<file path="src/rtl/mac_pkg.sv">
// Shared definitions for the MAC add sequencer: FSM states, arbitration modes
// and the carry-out recovery helper for the carry-less 32-bit adder.
package mac_pkg;

    typedef enum logic [2:0] {
        IDLE = 3'd0,
        LO   = 3'd1,
        HI   = 3'd2,
        INC  = 3'd3,
        DONE = 3'd4
    } state_e;

    localparam int PRIO_RR    = 0;
    localparam int PRIO_FIXED = 1;

    localparam logic [31:0] INC_ONE = 32'h0000_0001;

    // The adder exposes no bit-31 carry; rebuild it from the operand and sum MSBs.
    function automatic logic carry31(input logic a31, input logic b31, input logic s31);
        return (a31 & b31) | ((a31 ^ b31) & ~s31);
    endfunction

endpackage

</file>
<file path="src/rtl/p405s_SM_ADD32INTCO.sv">
// 32-bit adder without carry-in or carry-out; reports the carry out of each
// group ([9:0], then 2-bit groups up to [23:22]) on CP.
module p405s_SM_ADD32INTCO (
    input  logic [31:0] a_i,
    input  logic [31:0] b_i,
    output logic [31:0] s_o,
    output logic [7:0]  cp_o
);

    assign s_o = a_i + b_i;

    // Carry into bit j is recoverable as s[j]^a[j]^b[j].
    always_comb begin
        cp_o = '0;
        for (int k = 0; k < 8; k++) begin
            cp_o[k] = s_o[10 + 2 * k] ^ a_i[10 + 2 * k] ^ b_i[10 + 2 * k];
        end
    end

endmodule

</file>
<file path="src/rtl/mac_add_sequencer.sv">
// Arbitrates two requesters onto one shared 32-bit adder and sequences 64-bit
// adds as low, high and optional carry-increment passes.
module mac_add_sequencer
    import mac_pkg::*;
#(
    parameter int PRIO_MODE = PRIO_RR
) (
    input  logic        CB,
    input  logic        resetN,
    input  logic        r0_req,
    input  logic        r0_dw,
    input  logic [63:0] r0_a,
    input  logic [63:0] r0_b,
    output logic        r0_gnt,
    input  logic        r1_req,
    input  logic [31:0] r1_a,
    input  logic [31:0] r1_b,
    output logic        r1_gnt,
    output logic        res_valid,
    output logic        res_id,
    output logic [63:0] res_sum,
    output logic        res_cout,
    output logic [7:0]  res_cp,
    output logic        busy
);

    state_e      state_q, state_d;
    logic        last_q, last_d;
    logic [63:0] a_q, a_d, b_q, b_d, sum_q, sum_d;
    logic        id_q, id_d, dw_q, dw_d, clo_q, clo_d, chi_q, chi_d;
    logic [63:0] res_sum_q, res_sum_d;
    logic        res_id_q, res_id_d, res_cout_q, res_cout_d;
    logic [7:0]  res_cp_q, res_cp_d;

    logic [31:0] add_a, add_b, add_s;
    logic [7:0]  add_cp;
    logic        c_pass, r0_wins;

    always_comb begin
        add_a = a_q[31:0];
        add_b = b_q[31:0];
        case (state_q)
            HI: begin
                add_a = a_q[63:32];
                add_b = b_q[63:32];
            end
            INC: begin
                add_a = sum_q[63:32];
                add_b = INC_ONE;
            end
            default: ;
        endcase
    end

    p405s_SM_ADD32INTCO u_add (
        .a_i  (add_a),
        .b_i  (add_b),
        .s_o  (add_s),
        .cp_o (add_cp)
    );

    assign c_pass  = carry31(add_a[31], add_b[31], add_s[31]);
    assign r0_wins = r0_req && (!r1_req || (PRIO_MODE == PRIO_FIXED) || last_q);

    always_comb begin
        state_d    = state_q;
        last_d     = last_q;
        a_d        = a_q;
        b_d        = b_q;
        id_d       = id_q;
        dw_d       = dw_q;
        sum_d      = sum_q;
        clo_d      = clo_q;
        chi_d      = chi_q;
        res_sum_d  = res_sum_q;
        res_id_d   = res_id_q;
        res_cout_d = res_cout_q;
        res_cp_d   = res_cp_q;
        r0_gnt     = 1'b0;
        r1_gnt     = 1'b0;
        case (state_q)
            IDLE: begin
                if (r0_wins) begin
                    r0_gnt  = 1'b1;
                    a_d     = r0_a;
                    b_d     = r0_b;
                    id_d    = 1'b0;
                    dw_d    = r0_dw;
                    last_d  = 1'b0;
                    state_d = LO;
                end else if (r1_req) begin
                    r1_gnt  = 1'b1;
                    a_d     = {32'h0, r1_a};
                    b_d     = {32'h0, r1_b};
                    id_d    = 1'b1;
                    dw_d    = 1'b0;
                    last_d  = 1'b1;
                    state_d = LO;
                end
            end
            LO: begin
                sum_d[31:0] = add_s;
                clo_d       = c_pass;
                if (dw_q) begin
                    state_d = HI;
                end else begin
                    res_sum_d  = {32'h0, add_s};
                    res_cout_d = c_pass;
                    res_cp_d   = add_cp;
                    res_id_d   = id_q;
                    state_d    = DONE;
                end
            end
            HI: begin
                sum_d[63:32] = add_s;
                chi_d        = c_pass;
                if (clo_q) begin
                    state_d = INC;
                end else begin
                    res_sum_d  = {add_s, sum_q[31:0]};
                    res_cout_d = c_pass;
                    res_cp_d   = add_cp;
                    res_id_d   = id_q;
                    state_d    = DONE;
                end
            end
            INC: begin
                // The high half overflows on the increment only when it was all ones.
                sum_d[63:32] = add_s;
                res_sum_d    = {add_s, sum_q[31:0]};
                res_cout_d   = chi_q | (sum_q[63:32] == 32'hFFFF_FFFF);
                res_cp_d     = add_cp;
                res_id_d     = id_q;
                state_d      = DONE;
            end
            DONE: state_d = IDLE;
            default: state_d = IDLE;
        endcase
    end

    always_ff @(posedge CB) begin
        if (!resetN) begin
            state_q    <= IDLE;
            last_q     <= 1'b1;
            res_sum_q  <= '0;
            res_id_q   <= 1'b0;
            res_cout_q <= 1'b0;
            res_cp_q   <= '0;
        end else begin
            state_q    <= state_d;
            last_q     <= last_d;
            res_sum_q  <= res_sum_d;
            res_id_q   <= res_id_d;
            res_cout_q <= res_cout_d;
            res_cp_q   <= res_cp_d;
        end
    end

    always_ff @(posedge CB) begin
        a_q   <= a_d;
        b_q   <= b_d;
        id_q  <= id_d;
        dw_q  <= dw_d;
        sum_q <= sum_d;
        clo_q <= clo_d;
        chi_q <= chi_d;
    end

    assign res_valid = (state_q == DONE);
    assign busy      = (state_q != IDLE);
    assign res_sum   = res_sum_q;
    assign res_id    = res_id_q;
    assign res_cout  = res_cout_q;
    assign res_cp    = res_cp_q;

endmodule
</file>
<file path="config.mk">
export PLATFORM = sky130hd
export DESIGN_NAME = mac_add_sequencer
export DESIGN_NICKNAME = d
export VERILOG_FILES = /design/src/rtl/mac_pkg.sv /design/src/rtl/p405s_SM_ADD32INTCO.sv /design/src/rtl/mac_add_sequencer.sv
export SDC_FILE = /design/constraint.sdc
export NUM_CORES = 1
export LEC_CHECK = 0
export CORE_MARGIN = 2
export CORE_UTILIZATION = 69
export CTS_BUF_LIST = sky130_fd_sc_hd__clkbuf_4 sky130_fd_sc_hd__clkbuf_8 sky130_fd_sc_hd__clkbuf_16
export DETAILED_ROUTE_END_ITERATION = 10
export DONT_BUFFER_PORTS = 1
export PLACE_DENSITY_LB_ADDON = 0.12
export SETUP_SLACK_MARGIN = 0.1
export SLEW_MARGIN = 20
export SYNTH_ARGS = -nofsm -noshare
export SYNTH_HDL_FRONTEND = slang
export SYNTH_SLANG_ARGS = --single-unit
</file>
<file path="constraint.sdc">
create_clock -name CB -period 13.5 [get_ports CB]
set_input_delay 2.025 -clock CB [delete_from_list [all_inputs] [get_ports CB]]
set_output_delay 2.025 -clock CB [all_outputs]
set_load 0.05 [all_outputs]
</file>
==> results.cfg <==
[outcome]
status = complete, no violations

[setup_path]
crit_required_ns = 13.99
path_max_fanout = 85
critPathKind = reg -> reg
critical_path.top_delay_family = compound AO/OA/AOI/OAI gates
crit_chain = nand2b_4 > buf_4 > inv_2 > and3_1 > a21oi_1 > inv_1 > ha_1 > a21o_1 > a21o_1 > a21oi_1 > nor2b_1 > a21oi_1 > a21oi_1 > nor3_2 > nor2_1 > a211oi_1 > fa_1 > inv_1 > a22oi_1 > nor2b_1
end_kind = flip-flop
timing.critical_path.buf_inv = 4
crit_arrival_ns = 6.12
reg2reg_slack_ns = 7.87
crit_top_cell = a21oi_1
cpMaxStageDelayCell = nand2b_4
critPathLaunchType = flip-flop
slowest_delay_ns = 0.76

[hold_path]
hold_class = reg -> reg

[placed_design]
place_inst = 1467
dpl_cell_area_sq_um = 13300
place_hpwl_um = 21800
io_buffer_count = 0
gp_congestion = 0.959

[clocking]
cts_tree = done
cts_sinks = 274
clk_pin_slew_ns = 0.07
cts_resized = 0
clk_path_buf_depth = 3
numCtsBuffers = 27
postCtsSetupBuffers = 0
h-tree-depth = 1
hold_buffers = 0
clk_latency_ns = 0.55
clockRootBuffer = clkbuf_16

[routing]
viasPerCell = 6.22
routed_wl_um = 31500
drc = 0
avgRoutedWirePerCell_um = 20.7
initialDrtViolationCount = 768
ant_nets = 0
vias = 9467
firstDrtPassIters = 5

[floorplan]
core_area_sq_um = 18700
dieWidth_um = 142
die_area_sq_um = 20200
num_rows = 50
die_h_um = 142
io_pins = 275
start_util_pct = 70.5

[timing]
rsz0062_at_grt = false
max_slew_margin_pct = 33.0
worstMarginPinSlew_ns = 1.00
setup_tns_ns = 0
drv_slew = 0
hold_slack_ns = 0.500
finalClockSkew_ns = 0.0313
finalWorstPathRequiredPeriod_ns = 5.63
finalCritPeriodShare_pct = 41.7
finalSetupViolations = 0
fmax_mhz = 178
hold_viol = 0

[grt]
grt_start_max_net_pins = 130
antenna_found_initial = 2
grt_util_all_layers_pct = 30.4
grt_pass1_wl_um = 47300
grt_overflow = 0
grt_pass1_vias = 8676

[synthesis]
synth-seq-cells = 274
synth_top_flop_cell = edfxtp_1
syn_nets = 1528
synth_cell_types = 64
synth_cells = 1299
syn_area_sq_um = 13200
ys_seq_area_share_pct = 56.5
synthArstFlopShare_pct = 0
synth_edf_count = 196
yosys_warnings = 0
synth.avg_cell_area_sq_um = 10.2

[finish]
layout-drive-gt1-share_pct = 6.85
fin_area_sq_um = 14300
final_cell_mix = 336 x nand2_1, 196 x edfxtp_1, 92 x o21ai_0
final-seq-area_sq_um = 7450
final_common_cell = nand2_1
n_fill_cell = 1256
area_growth_pct = 8.49
multi_input_area_sq_um = 5410
fin_nets = 1494
layout.cells.non_filler = 1521

[power_and_ir_drop]
vdd_drop_max_mv = 0.119
power.total_mw = 2.68
leakagePower_nw = 5.88
p_per_area_nw_per_um2 = 187

[job]
cap_violations = 0
-- report_power, final --
group	internal [mW]	total, mW	leakage (nW)	switching, mW
sequential	1.08	1.23	2.55	0.142
clock	0.449	0.765	0.456	0.316
combinational	0.236	0.691	2.87	0.454
-- kinds of logic after synthesis --
family / Yosys count / share of synthesized area [%]
xor gates and xnor gates: 39 / 2.98
and+or+nand+nor: 567 / 19.6
DFF: 274 / 56.5
adders and majority gates: 32 / 3.15
AOI/OAI and AO/OA: 255 / 12.4
buffers and inverters: 98 / 2.86
muxes: 34 / 2.58
-- per-layer routing --
layer	wire length, um	share of wire (%)	GRT usage (%)
met5	0	0	0
met4	586	1.9	6.95
met3	3300	10	6.59
met2	13800	44	45.0
met1	13900	44	46.5
-- path summary, 6_finish.rpt --
path,startpoint,to,depth (start not counted)
setup / recovery,state_q[2],res_sum[63],20
hold / removal,sum_q[25],res_sum[25],2
setup reg to reg,state_q[2],res_sum[63],20
hold reg to reg,sum_q[25],res_sum[25],2
-- Yosys cell counts, drive strengths merged (5+ instances only) --
cell	instances	area (sq um)
nand2	336	1260
edfxtp	196	5890
o21ai	97	489
dfxtp	78	1560
and2	72	450
a21oi	58	294
clkbuf	58	218
nor2	44	165
mux2i	34	340
nor2b	33	206
ha	30	375
xnor2	25	241
nand3	22	110
a22oi	21	158
inv	21	78.8
buf	19	81.3
nor3	19	100
a21o	17	128
nand4	13	81.3
o211a	12	120
xor2	12	105
and3	11	73.8
a211oi	8	80.1
o21bai	7	52.6
a22o	6	52.6
o21a	5	37.5
-- through the flow --
step                worst slack [ns]  util [%]
detailed placement              7.94      71.2
finish                          7.87      76.5
CTS                             7.87      76.0
global placement                8.16      71.2
floorplan                       5.35         -
global route                    7.44      76.5
-- flip-flops by register name, summed over array words and instances, names as in the netlist --
| signal | flops |
|---|---|
| res_cout | 1 |
| last_q | 1 |
| res_cp | 8 |
| chi_q | 1 |
| dw_q | 1 |
| a_q | 64 |
| res_id | 1 |
| b_q | 64 |
| id_q | 1 |
| sum_q | 64 |
| res_sum | 64 |
| clo_q | 1 |
| state_q | 3 |
-- worst min-delay path, delay by kind of cell, from the launching register on --
family,cells,cell delay (ns)
DFF,1,0.32
AOI/OAI and AO/OA,1,0.08
and+or+nand+nor,1,0.07
-- final cells by class --
type	instances	area share, %
antenna	2	0.0350
clock buffer	38	5.51
clock inverter	11	0.874
inverter	21	0.551
multi-input combinational	927	37.8
sequential	274	52.0
tap	234	2.05
timing repair buffer	14	1.15
Note: power is estimated with default switching activity, not from simulation.
